<file path="config.mk">
export PLATFORM = sky130hd
export DESIGN_NAME = pipe_ir_regs
export DESIGN_NICKNAME = d
export VERILOG_FILES = /design/src/rtl/pipe_ir_regs.sv
export SDC_FILE = /design/constraint.sdc
export NUM_CORES = 1
export LEC_CHECK = 0
export BUFFER_PORTS_ARGS = -buffer_cell sky130_fd_sc_hd__buf_2
export CAP_MARGIN = 20
export CORE_AREA = 3 3 203 205
export CTS_CLUSTER_SIZE = 20
export DETAILED_ROUTE_END_ITERATION = 10
export DIE_AREA = 0 0 206 208
export PLACE_DENSITY = 0.65
export SETUP_SLACK_MARGIN = 0.1
export SYNTH_ARGS = -nofsm -noshare
export SYNTH_HDL_FRONTEND = slang
export SYNTH_SLANG_ARGS = --single-unit
</file>
<file path="constraint.sdc">
create_clock -name clk -period 24.3 [get_ports clk]
set_input_delay 2.43 -clock clk [delete_from_list [all_inputs] [get_ports clk]]
set_output_delay 2.43 -clock clk [all_outputs]
set_load 0.02 [all_outputs]
</file>
<file path="src/rtl/pipe_ir_regs.sv">
// Stage-register bank for a 5-stage RV32I pipeline: PC, PC2..PC4, IR2..IR5 and
// performance counters, steered by the hazard/forwarding unit's mux selects.
module pipe_ir_regs #(
    parameter logic [31:0] RESET_PC = 32'h0000_0000,
    parameter logic [31:0] NOP_INSN = 32'h0000_0013,
    parameter int          CNT_W    = 32
) (
    input  logic             clk,
    input  logic             reset,
    input  logic             freeze,
    input  logic [1:0]       select_pc,
    input  logic             select_pc2,
    input  logic [1:0]       select_ir2,
    input  logic [1:0]       select_ir3,
    input  logic             select_ir4,
    input  logic [31:0]      jump_addr,
    input  logic [31:0]      branch_addr,
    input  logic [31:0]      imem_rdata,
    output logic [31:0]      imem_addr,
    output logic [31:0]      pc_out,
    output logic [31:0]      pc2_out,
    output logic [31:0]      pc3_out,
    output logic [31:0]      pc4_out,
    output logic [31:0]      ir2_output,
    output logic [31:0]      ir3_output,
    output logic [31:0]      ir4_output,
    output logic [31:0]      ir5_output,
    output logic [CNT_W-1:0] cycle_cnt,
    output logic [CNT_W-1:0] retire_cnt,
    output logic [CNT_W-1:0] stall_cnt,
    output logic [CNT_W-1:0] flush_cnt
);

    localparam logic [CNT_W-1:0] CNT_ONE = {{(CNT_W-1){1'b0}}, 1'b1};

    logic [31:0]      pc_q,  pc_d;
    logic [31:0]      pc2_q, pc2_d;
    logic [31:0]      pc3_q, pc3_d;
    logic [31:0]      pc4_q, pc4_d;
    logic [31:0]      ir2_q, ir2_d;
    logic [31:0]      ir3_q, ir3_d;
    logic [31:0]      ir4_q, ir4_d;
    logic [31:0]      ir5_q, ir5_d;
    logic [CNT_W-1:0] cycle_q,  cycle_d;
    logic [CNT_W-1:0] retire_q, retire_d;
    logic [CNT_W-1:0] stall_q,  stall_d;
    logic [CNT_W-1:0] flush_q,  flush_d;

    // Next-state for stage registers and counters; freeze holds every stage reg.
    always_comb begin
        pc_d     = pc_q;
        pc2_d    = pc2_q;
        pc3_d    = pc3_q;
        pc4_d    = pc4_q;
        ir2_d    = ir2_q;
        ir3_d    = ir3_q;
        ir4_d    = ir4_q;
        ir5_d    = ir5_q;
        cycle_d  = cycle_q + CNT_ONE;
        retire_d = retire_q;
        stall_d  = stall_q;
        flush_d  = flush_q;

        if (!freeze) begin
            case (select_pc)
                2'd0:    pc_d = jump_addr;
                2'd1:    pc_d = pc_q + 32'd4;
                2'd2:    pc_d = pc_q;
                2'd3:    pc_d = branch_addr;
                default: pc_d = pc_q;
            endcase

            if (select_pc2) begin
                pc2_d = pc2_q;
            end else begin
                pc2_d = pc_q;
            end
            pc3_d = pc2_q;
            pc4_d = pc3_q;

            case (select_ir2)
                2'd0:    ir2_d = imem_rdata;
                2'd2:    ir2_d = ir2_q;
                default: ir2_d = NOP_INSN;
            endcase

            case (select_ir3)
                2'd0:    ir3_d = ir2_q;
                default: ir3_d = NOP_INSN;
            endcase

            if (select_ir4) begin
                ir4_d = NOP_INSN;
            end else begin
                ir4_d = ir3_q;
            end
            ir5_d = ir4_q;

            if (ir5_q != NOP_INSN) begin
                retire_d = retire_q + CNT_ONE;
            end else begin
                retire_d = retire_q;
            end

            if (select_pc == 2'd2) begin
                stall_d = stall_q + CNT_ONE;
            end else begin
                stall_d = stall_q;
            end

            if ((select_pc == 2'd0) || (select_pc == 2'd3)) begin
                flush_d = flush_q + CNT_ONE;
            end else begin
                flush_d = flush_q;
            end
        end else begin
            pc_d = pc_q;
        end
    end

    // Stage and counter registers with asynchronous clear.
    always_ff @(posedge clk or posedge reset) begin
        if (reset) begin
            pc_q     <= RESET_PC;
            pc2_q    <= RESET_PC;
            pc3_q    <= RESET_PC;
            pc4_q    <= RESET_PC;
            ir2_q    <= NOP_INSN;
            ir3_q    <= NOP_INSN;
            ir4_q    <= NOP_INSN;
            ir5_q    <= NOP_INSN;
            cycle_q  <= {CNT_W{1'b0}};
            retire_q <= {CNT_W{1'b0}};
            stall_q  <= {CNT_W{1'b0}};
            flush_q  <= {CNT_W{1'b0}};
        end else begin
            pc_q     <= pc_d;
            pc2_q    <= pc2_d;
            pc3_q    <= pc3_d;
            pc4_q    <= pc4_d;
            ir2_q    <= ir2_d;
            ir3_q    <= ir3_d;
            ir4_q    <= ir4_d;
            ir5_q    <= ir5_d;
            cycle_q  <= cycle_d;
            retire_q <= retire_d;
            stall_q  <= stall_d;
            flush_q  <= flush_d;
        end
    end

    assign imem_addr  = pc_q;
    assign pc_out     = pc_q;
    assign pc2_out    = pc2_q;
    assign pc3_out    = pc3_q;
    assign pc4_out    = pc4_q;
    assign ir2_output = ir2_q;
    assign ir3_output = ir3_q;
    assign ir4_output = ir4_q;
    assign ir5_output = ir5_q;
    assign cycle_cnt  = cycle_q;
    assign retire_cnt = retire_q;
    assign stall_cnt  = stall_q;
    assign flush_cnt  = flush_q;

endmodule

</file>
==> Yosys cells after proc, flatten, opt, wreduce, memory -nomap -nowiden <==
Index checks and enable logic that the tools add are counted.
{ "word_totals": {"in_bits": 107, "output_inout_bits": 416, "ff_bits": 384, "wordCells": 40} }
{ "op_classes": {"n_reduce_logical": 10, "add_sub_neg": 5, "n_bitwise": 4, "eq_ne": 5, "n_mux": 4} }
{ "ops": {"columns": ["operator", "n"], "rows": [
  ["$add A32 B1 Y32 const B", 4],
  ["$pmux W32 S3", 1],
  ["$mux W32", 2],
  ["$pmux W32 S2", 1],
  ["$add A32 B3 Y32 const B", 1],
  ["$ne A32 B5 Y1 const B", 1],
  ["$reduce_and A2 Y1", 6],
  ["$eq A2 B2 Y1 const B", 3],
  ["$logic_not A2 Y1", 3],
  ["$not A1 Y1", 4],
  ["$eq A2 B1 Y1 const B", 1],
  ["$logic_or A1 B1 Y1", 1]
]} }

==> Logic depth before layout (Yosys ltp) <==
{ "logic_depth": {"depth_word": 3, "ltp_mapped": 9, "depth_no_buf": 7} }

==> Worst setup path before layout <==
Ideal clock, no wire load.
{ "synth_path": {"kind": "input -> register", "startpoint": "input select_pc[0]", "endpoint": "register flush_q[31] (netlist: flush_cnt[31])", "cell_stages": 7, "setup_ns": 0.128, "n_path_buf": 0, "slack_ns": 20.295, "required_time_ns": 24.172, "t_arrival_ns": 3.876, "cell_sequence": "inv_1 ha_1 nand4b_1 or2_2 nor3_1 nand4_1 xnor2_1"} }
{ "synth_via": {"elab_chain_len": 3, "word_cells_on_any_way": 4, "classes_between": "eq/ne (1); reduce/logical (3)"} }
{ "synth_lines": {"columns": ["item", "line_no", "text"], "rows": [
  ["from (decl)", "11", "input logic [1:0] select_pc,"],
  ["$eq A2 B2 Y1 / $logic_not A2 Y1 (equally long branches)", "111", "if ((select_pc == 2'd0) || (select_pc == 2'd3)) begin"],
  ["$logic_or A1 B1 Y1 (*)", "111", null],
  ["$reduce_and A2 Y1 (no line) (*)", null, null],
  ["to (signal assigned)", "135", "flush_q <= {CNT_W{1'b0}};"],
  ["to (signal assigned)", "148", "flush_q <= flush_d;"],
  ["to (decl)", "47", "logic [CNT_W-1:0] flush_q, flush_d;"]
]} }
Every way passes the cells marked *; elsewhere a longest branch is shown, timed or not.
A chain may end at the register's enable or synchronous reset.

==> Worst setup path in the final report <==
{ "layout_path": {"startpoint": "input freeze", "endpoint": "register retire_q[29] (netlist: retire_cnt[29])"} }
{ "layout_via": {"elab_chain_len": 2} }
{ "layout_lines": {"columns": ["item", "line_no", "text"], "rows": [
  ["from (decl)", "10", "input logic freeze,"],
  ["$not A1 Y1 (no line)", null, null],
  ["$reduce_and A2 Y1 (no line)", null, null],
  ["to (signal assigned)", "133", "retire_q <= {CNT_W{1'b0}};"],
  ["to (signal assigned)", "146", "retire_q <= retire_d;"],
  ["to (decl)", "45", "logic [CNT_W-1:0] retire_q, retire_d;"]
]} }
No other way between the ends.

==> results.cfg <==
[outcome]
outcome = finished, final reports clean

[finish]
final_common_cell = buf_2
instances_no_fill = 2429
multi_input_area_um2 = 6310
fillers = 3546
final_layout_size_suffix_gt1_share_pct = 40.1
area_delta_synth_final_pct = 26.4
utilization_pct = 52.6
regArea_um2 = 9620
finalNetCount = 1985
layout_common_cells = buf_2 (521), dfrtp_1 (372), mux2_2 (132)

[floorplan]
core_area_um2 = 39600
dieHeight_um = 208
fp.dieW_um = 206
initial_core_util_pct = 41.6
row_count = 73
io_pins = 523
dieArea_um2 = 42800

[grt]
grt_pass1_wl_mm = 76.7
gr-total-overflow = 0
antenna_found_initial = 6
grt_usage_pct = 22.6
grt_pass1_vias = 12950
grt_max_degree = 181

[power_and_ir_drop]
peakVddDrop_v = 0.0000543
power.density_nw_per_um2 = 88.6
p_leak_nw = 10.3

[route]
met3_length_mm = 3.88
highest_layer = met5
wl_mm = 49.1
drc = 0
wl_met1_mm = 20.7
drtPass1Iterations = 5
via_per_inst = 5.30
ant_nets = 0
dr.first_iter.drc_count = 751
dr_total_vias = 12880
wl_met2_mm = 23.1
wl_per_cell_um = 20.2

[setup_path]
path_cells = buf_6 -> clkinv_1 -> buf_4 -> and3_1 -> o211ai_1 -> nor3_1 -> xor2_1
reg2reg_to = imem_addr[30]$_DFFE_PP0P_
crit_required_ns = 24.73
slowest_stage = clkinv_1
cpPeakStageDelay_ns = 0.66
cp-startpoint = freeze
cp-start-kind = input pin
r2r_cells = 6
ff2ff_setup_slack_ns = 21.46
criticalPathCategory = in2reg
worstPathMaxFanout = 78
timing.rr.start = imem_addr[2]$_DFFE_PP0P_
arrival_ns = 4.87
crit_end = retire_cnt[29]$_DFFE_PP0P_
end_kind = register

[cts]
cts.htree.levels = 2
cts-root-buf = clkbuf_16
hold_buffers = 0
cts_buffer_depth = 3
post_cts_buffers = 0
clock_sinks = 384
cts_resized = 0
clk_pin_slew_ns = 0.06
cts_tree = done
clock_latency_ns = 0.55
cts_buffers = 42

[placed_design]
gp_congestion = 0.894
dp_hpwl_mm = 35.4
dp_slack_ns = 19.21
dp.cells = 2349
io_buffers = 522

[sta]
finalCriticalPeriod_ns = 4.45
worst_pin_slew_ns = 1.17
rsz0062_at_grt = false
finalSetupTns_ns = 0
fmax_mhz = 225
hold_viol = 0
slew_violations = 0
final-setup-viol-count = 0
timing.final.crit_share_pct = 18.3
setup_slack_ns = 19.85
slew_headroom_pct = 21.5
fin_skew_ns = 0.0130

[synth]
yosysSeqAreaShare_pct = 58.3
synth_fp_nets = 1503
synth_edf_count = 0
postSynthAreaPerCell_um2 = 11.9
synth_ff_type = dfrtp_1
postSynthCellCount = 1388
synth_cell_types = 60
synth-async-reset-ratio_pct = 100
ys_ff_latch = 384
yosysWarnings = 0
mappedNetlistArea_um2 = 16500

[flow_run]
cap_violations = 0

[min_path]
min_path_type = reg2reg
[cell type report]
type | count | area share [%]
diodes | 2 | 0.0240
clock inverters | 15 | 0.870
flip-flops and latches | 384 | 46.1
well taps | 525 | 3.15
inverters | 22 | 0.432
multi-input cells | 884 | 30.3
repair buffers | 536 | 13.3
clock buffers | 61 | 5.86
[metrics by stage]
| stage | area (µm²) | power [mW] | hold WS (ns) |
|---|---|---|---|
| floorplan | 16500 | 1.05 | 0.524 |
| global placement | 19400 | 1.21 | 0.453 |
| detailed placement | 19400 | 1.22 | 0.457 |
| CTS | 20800 | 1.87 | 0.474 |
| global route | 20900 | 1.93 | 0.485 |
| finish | 20900 | 1.85 | 0.466 |
[worst min path at each step]
stage / start / endpoint / slack, ns / depth (start not counted)
after floorplan: ir4_output[4]$_DFFE_PP1N_ / ir4_output[4]$_DFFE_PP1N_ / 0.52 / 2
after global placement: stall_cnt[31]$_DFFE_PP0P_ / stall_cnt[31]$_DFFE_PP0P_ / 0.45 / 1
after detailed placement: stall_cnt[31]$_DFFE_PP0P_ / stall_cnt[31]$_DFFE_PP0P_ / 0.46 / 1
after CTS: cycle_cnt[31]$_DFF_PP0_ / cycle_cnt[31]$_DFF_PP0_ / 0.47 / 1
after global routing: flush_cnt[31]$_DFFE_PP0P_ / flush_cnt[31]$_DFFE_PP0P_ / 0.49 / 1
final: cycle_cnt[31]$_DFF_PP0_ / cycle_cnt[31]$_DFF_PP0_ / 0.47 / 1
[cell usage after synthesis (18+ instances only)]
library cell | n | area share [%]
dfrtp_1 | 372 | 56
mux2_2 | 132 | 9.0
nand2_1 | 125 | 2.8
xnor2_1 | 84 | 4.5
nor2_1 | 67 | 1.5
clkbuf_1 | 60 | 1.4
a22o_1 | 59 | 3.1
nand3_1 | 54 | 1.6
o21ai_0 | 46 | 1.4
nand4_1 | 39 | 1.5
xor2_1 | 39 | 2.1
buf_4 | 32 | 1.5
nor3_1 | 31 | 0.94
a21oi_1 | 29 | 0.88
nor3b_1 | 27 | 1.2
inv_1 | 21 | 0.48
and3_1 | 18 | 0.68
[registers in the layout (all words and copies together), names as in the netlist]
register and count:
pc3_out 32, ir4_output 32, stall_cnt 32, retire_cnt 32, ir3_output 32, pc2_out 32, ir2_output 32, pc4_out 32
flush_cnt 32, ir5_output 32, cycle_cnt 32, imem_addr 32
[cell families (layout without fill, tap and decap cells)]
| logic type | after synthesis | count (layout) | share of synthesized area [%] |
|---|---|---|---|
| and+or+nand+nor | 417 | 417 | 13.0 |
| xor gates and xnor gates | 123 | 123 | 6.53 |
| AOI/OAI and AO/OA | 196 | 196 | 8.47 |
| other | 0 | 2 | 0 |
| buffers and inverters | 120 | 634 | 3.53 |
| muxes | 140 | 140 | 9.49 |
| adders and majority gates | 8 | 8 | 0.607 |
| DFF | 384 | 384 | 58.3 |
[worst max-delay path, delay by kind of cell]
kind | cells | cell delay, ns
AO/OA/AOI/OAI | 1 | 0.33
XOR/XNOR | 1 | 0.17
buffers and inverters | 3 | 1.54
AND/OR/NAND/NOR | 2 | 0.34
[layer usage]
| metal | GRT usage, % | vias up |
|---|---|---|
| met3 | 6.10 | 87 |
| met1 | 30.5 | 6442 |
| met2 | 35.7 | 454 |
| met5 | 0 | - |
| li1 | - | 5889 |
| met4 | 6.91 | 8 |
[power breakdown]
part	internal, mW	switching, mW	total, mW
registers	0.723	0.0917	0.815
clock network	0.383	0.261	0.644
logic	0.145	0.244	0.389
Note: power is estimated with default switching activity, not from simulation.
